--- config.mk ---
export PLATFORM = sky130hd
export DESIGN_NAME = screen_fill_engine
export DESIGN_NICKNAME = d
export VERILOG_FILES = /design/src/rtl/screen_fill_engine.sv
export SDC_FILE = /design/constraint.sdc
export NUM_CORES = 1
export LEC_CHECK = 0
export BUFFER_PORTS_ARGS = -buffer_cell sky130_fd_sc_hd__clkbuf_2
export CORE_UTILIZATION = 41
export CTS_BUF_LIST = sky130_fd_sc_hd__clkbuf_8
export CTS_CLUSTER_SIZE = 10
export DETAILED_ROUTE_END_ITERATION = 12
export REMOVE_ABC_BUFFERS = 1
export SYNTH_ARGS = -nofsm -noshare
export SYNTH_HDL_FRONTEND = slang
export SYNTH_SLANG_ARGS = --single-unit
--- constraint.sdc ---
create_clock -name clk -period 2.4 [get_ports clk]
set_input_delay 0.12 -clock clk [delete_from_list [all_inputs] [get_ports clk]]
set_output_delay 0.12 -clock clk [all_outputs]
set_load 0.02 [all_outputs]
--- src/rtl/screen_fill_engine.sv ---
// Raster pixel-sweep engine: on a stage enable it writes every framebuffer pixel
// once (flat fill or grid overlay) and returns a done flag to the display FSM.
module screen_fill_engine #(
    parameter int H_RES      = 160,
    parameter int V_RES      = 120,
    parameter int X_W        = 8,
    parameter int Y_W        = 7,
    parameter int GRID_PITCH = 20,
    parameter int COL_W      = 3
) (
    input  logic             clk,
    input  logic             resetn,
    input  logic             en,
    input  logic             grid_mode,
    input  logic [COL_W-1:0] bg_colour,
    input  logic [COL_W-1:0] line_colour,
    output logic [X_W-1:0]   x,
    output logic [Y_W-1:0]   y,
    output logic [COL_W-1:0] colour,
    output logic             plot,
    output logic             done
);

    localparam int P_W = $clog2(GRID_PITCH);
    localparam logic [X_W-1:0] X_LAST = X_W'(H_RES - 1);
    localparam logic [Y_W-1:0] Y_LAST = Y_W'(V_RES - 1);
    localparam logic [P_W-1:0] P_LAST = P_W'(GRID_PITCH - 1);

    typedef enum logic [1:0] {IDLE, SWEEP, DONE} state_t;

    state_t           state, state_n;
    logic [X_W-1:0]   x_n, adv_x;
    logic [Y_W-1:0]   y_n, adv_y;
    logic [P_W-1:0]   px, px_n, adv_px;
    logic [P_W-1:0]   py, py_n, adv_py;
    logic [COL_W-1:0] colour_n;
    logic             plot_n, done_n;
    logic             gm_q, gm_n;
    logic [COL_W-1:0] bg_q, bg_n, line_q, line_n;
    logic             on_line;

    always_ff @(posedge clk) begin
        if (!resetn) begin
            state  <= IDLE;
            x      <= '0;
            y      <= '0;
            px     <= '0;
            py     <= '0;
            colour <= '0;
            plot   <= 1'b0;
            done   <= 1'b0;
            gm_q   <= 1'b0;
            bg_q   <= '0;
            line_q <= '0;
        end else begin
            state  <= state_n;
            x      <= x_n;
            y      <= y_n;
            px     <= px_n;
            py     <= py_n;
            colour <= colour_n;
            plot   <= plot_n;
            done   <= done_n;
            gm_q   <= gm_n;
            bg_q   <= bg_n;
            line_q <= line_n;
        end
    end

    // px/py track x mod GRID_PITCH and y mod GRID_PITCH without dividers
    always_comb begin
        adv_x  = x + 1'b1;
        adv_y  = y;
        adv_px = (px == P_LAST) ? '0 : px + 1'b1;
        adv_py = py;
        if (x == X_LAST) begin
            adv_x  = '0;
            adv_px = '0;
            adv_y  = y + 1'b1;
            adv_py = (py == P_LAST) ? '0 : py + 1'b1;
        end
        on_line = (adv_px == '0) || (adv_py == '0) || (adv_x == X_LAST) || (adv_y == Y_LAST);
    end

    always_comb begin
        state_n  = state;
        x_n      = '0;
        y_n      = '0;
        px_n     = '0;
        py_n     = '0;
        colour_n = '0;
        plot_n   = 1'b0;
        done_n   = 1'b0;
        gm_n     = gm_q;
        bg_n     = bg_q;
        line_n   = line_q;
        case (state)
            IDLE: begin
                if (en) begin
                    state_n  = SWEEP;
                    plot_n   = 1'b1;
                    gm_n     = grid_mode;
                    bg_n     = bg_colour;
                    line_n   = line_colour;
                    // pixel (0,0) always lies on a grid line
                    colour_n = grid_mode ? line_colour : bg_colour;
                end
            end
            SWEEP: begin
                if (!en) begin
                    state_n = IDLE;
                end else if (x == X_LAST && y == Y_LAST) begin
                    state_n = DONE;
                    done_n  = 1'b1;
                end else begin
                    x_n      = adv_x;
                    y_n      = adv_y;
                    px_n     = adv_px;
                    py_n     = adv_py;
                    plot_n   = 1'b1;
                    colour_n = (gm_q && on_line) ? line_q : bg_q;
                end
            end
            DONE: begin
                if (!en) begin
                    state_n = IDLE;
                end else begin
                    done_n = 1'b1;
                end
            end
            default: state_n = IDLE;
        endcase
    end

endmodule

==> summary.md <==
| Metric | Value |
|---|---|
| Outcome | complete, no violations |
| Mean post-synth cell area | 8.39 µm² |
| Clock Tree Root | sky130_fd_sc_hd__clkbuf_8 |
| Design area | 2620 µm² |
| H-Tree Depth | 2 |
| Register bit total from synthesis | 39 |
| Power per cell area | 501 nW/µm² |
| Antenna violation net count after detailed routing | 0 |
| Cell row count | 26 |
| Most used flip-flop cell after synthesis | sky130_fd_sc_hd__dfxtp_1 |
| Area Growth Syn to Fin | 19.5% |
| Critical path type | flop to flop |
| Data arrival, critical path | 2.49 ns |
| Worst-case register-to-register setup slack | 0.09 ns |
| Largest net degree at the start of global routing | 17 |
| Die Footprint | 5640 µm² |
| Wire length of the first global-routing pass | 7.76 mm |
| Delay of the slowest cell on the worst path | 0.38 ns |
| Worst-path clk slew | 0.08 ns |
| Initial DRC count | 112 |
| Maximum vdd ir drop | 0.285 mV |
| Worst path cell trace | ha_4 -> nand4_1 -> buf_12 -> o311a_1 -> a211oi_2 -> nor4_2 -> nor4b_4 -> nand3b_4 -> o211ai_2 |
| Vertical die dimension | 75.1 µm |
| Max_cap viols | 0 |
| Static leakage | 0.984 nW |
| Clock insertion delay at the later pin of the skew report | 0.29 ns |
| Mean routed wirelength per cell | 12.8 µm |
| Number of synthesis warnings | 0 |
| Distinct cells, synth | 52 |
| Global placement routability congestion | 0.804 |
| Largest clock skew in the final design | 0.00731 ns |
| Share of the core filled with cells | 50.9% |
| Worst-case setup slack after placement | -0.0328 ns |
| Count of mapped cells out of synthesis | 261 |
| Setup crit start kind | flop |
| Cell internal power dissipation | 0.00101 W |
| Net count, final | 317 |
| Final Worst Setup Slack | 0.0888 ns |
| Fmax achieved | 433 MHz |
| Sort of element at the end of the critical path | flop |
| Sequential cell area in the final layout | 782 µm² |
| Layout fillers | 530 |
| Count of buffering cells on the critical path with inverters included | 1 |
| Critical hold path startpoint | line_colour[0] |
| Final Hold Violating Endpoints | 0 |
| Power share of the combinational group | 6.8% |
| Largest cells by area after synthesis | sky130_fd_sc_hd__dfxtp_1, sky130_fd_sc_hd__nor2_1, sky130_fd_sc_hd__ha_1, sky130_fd_sc_hd__nand2_1, sky130_fd_sc_hd__nand3_1 |
| Antenna diode count | 0 |
| Final Critical Period | 2.31 ns |
| Family with the most delay on the worst path | simple AND/OR/NAND/NOR gates |
| Part of the total power dissipated in sequential elements | 51.3% |
| Clock Sink Count | 39 |
| Library cell contributing the largest single delay on the critical path | sky130_fd_sc_hd__dfxtp_1 |
| Final clock period utilization by the worst path | 96.3% |
| Path type of the worst min-delay path | input pin to flop |
| Cell Area, Synth | 2190 µm² |
| Post-synth top area cell | sky130_fd_sc_hd__dfxtp_1 |
| Overall power of the completed layout | 0.00131 W |
| Switching Fraction | 23.3% |
| Max Slew Vio Count | 0 |
| Vias per cell | 5.16 |
| Count of hold buffers inserted by post-cts repair | 0 |
| TNS Setup | 0 ns |
| Async set-reset flop share out of synthesis | 0% |
| Count of TritonRoute iterations in the first routing pass | 4 |
| Input/output buffers | 29 |
| EDFF count, synth | 0 |
| Post-Route WL | 4.72 mm |
| All-Layer GR Usage | 17.9% |
| HPWL Detailed | 3.49 mm |
| Vias in the first global route | 1,725 |
| Starting density of the core | 42.6% |
| RR Startpoint | x[1] |
| Share of post-route cells with drive strength above 1 | 22.7% |
| Top cell type's share of synthesized area | 35.6% |
| Area of the placeable core | 5140 µm² |
| Crit. Startpoint | x[1] |
| Register area share after synthesis | 35.6% |
| Total placed instance area | 2460 µm² |
| Top-count cell post-synth | sky130_fd_sc_hd__dfxtp_1 |
| Ports | 30 |
| CTS tree | built |
| Clock tree buffer depth | 2 |
| Clk network pwr share | 41.9% |
| Data required time at the worst endpoint | 2.58 ns |
| Footprint of the multi-input gates | 1310 µm² |
| Top post-synthesis cells by count | sky130_fd_sc_hd__dfxtp_1, sky130_fd_sc_hd__nor2_1, sky130_fd_sc_hd__nand2_1 |
| Antenna violations before repair | 0 |
| Sum of overflow across all layers after global routing | 0 |
| Worst slew margin | 65.8% |
| Clock buffers created by TritonCTS | 5 |
| Critical-path maximum fanout | 12 |
| DRC viols | 0 |
| Chip width | 75.1 µm |
| Net switching power of the design | 0.000305 W |
| Transition time of the tightest slew-check pin | 0.512 ns |
| Number of vias after detailed routing | 1,911 |
| Final count of negative-setup-slack endpoints | 0 |
registers in the layout (all words and copies together) (netlist names):
name	cells
bg_q	3
colour	3
done	1
gm_q	1
line_q	3
plot	1
px	5
py	5
state	2
x	8
y	7
power groups by stage:
stage / sequential (W) / combinational [W] / clock, W
after detailed placement: 0.000687 / 0.0000880 / 0
after CTS: 0.000672 / 0.0000888 / 0.000574
final: 0.000672 / 0.0000890 / 0.000550
after global placement: 0.000687 / 0.0000886 / 0
after global routing: 0.000674 / 0.000101 / 0.000603
after floorplan: 0.000691 / 0.0000481 / 0
cell families after synthesis:
logic type / synth area share [%]
buffers and inverters: 6.62
AND/OR/NAND/NOR: 29.1
flip-flops: 35.6
AO/OA/AOI/OAI: 16.7
multiplexers: 1.83
XOR/XNOR: 5.60
adder cells (fa/ha/maj): 4.57
layout make-up:
cell class,instances,area share [%]
Multi-Input combinational cell,195,50.0
Sequential cell,39,29.9
Timing Repair Buffer,45,10.6
Tap cell,70,3.35
Clock buffer,5,2.63
Inverter,13,1.86
Clock inverter,3,1.67
metrics by stage:
stage,cells,hold WS [ns]
finish,370,0.0954
global route,370,0.0931
CTS,370,0.0857
detailed placement,362,0.407
global placement,362,0.400
floorplan,247,0.242
per-layer routing:
metal | global-route usage, % | vias up | routed length (µm)
met5 | 0 | - | 0
met3 | 4.28 | 5 | 138
met4 | 5.03 | 0 | 44
met1 | 23.6 | 873 | 2330
met2 | 29.1 | 29 | 2210
li1 | - | 1004 | -
worst reg2reg max path: stages (launching register included):
cell and delay [ns]:
sky130_fd_sc_hd__dfxtp_1 0.38, sky130_fd_sc_hd__ha_4 0.18, sky130_fd_sc_hd__nand4_1 0.15, sky130_fd_sc_hd__buf_12 0.19
sky130_fd_sc_hd__o311a_1 0.36, sky130_fd_sc_hd__a211oi_2 0.24, sky130_fd_sc_hd__nor4_2 0.08, sky130_fd_sc_hd__nor4b_4 0.35
sky130_fd_sc_hd__nand3b_4 0.22, sky130_fd_sc_hd__o211ai_2 0.07
layout by cell type (no fill, tap or decap), drive strengths merged, types with 4 or more instances in the layout:
master / netlist / final
ha: 8 / 8
nand3: 18 / 18
nor3b: 4 / 4
nand3b: 4 / 4
nor3: 9 / 9
a21boi: 9 / 9
buf: 9 / 16
nand2: 25 / 25
xor2: 4 / 4
a21oi: 13 / 13
nor2: 30 / 30
o21ai: 7 / 7
mux2i: 4 / 4
dfxtp: 39 / 39
nand4: 4 / 4
clkbuf: 5 / 34
xnor2: 10 / 10
inv: 13 / 13
nor4: 6 / 6
what timing repair did:
item,4_1_cts,5_1_grt
endpoints found under the setup margin,3,12
buffers inserted,0,0
gates resized for setup,2,7
pin swaps,1,1
path summary, 6_finish.rpt:
path / to / cells after the start
max: colour[2] / 9
min: line_q[0] / 3
max reg2reg: colour[2] / 9
min reg2reg: colour[1] / 2
No activity file was read; power rests on OpenSTA's default activity.
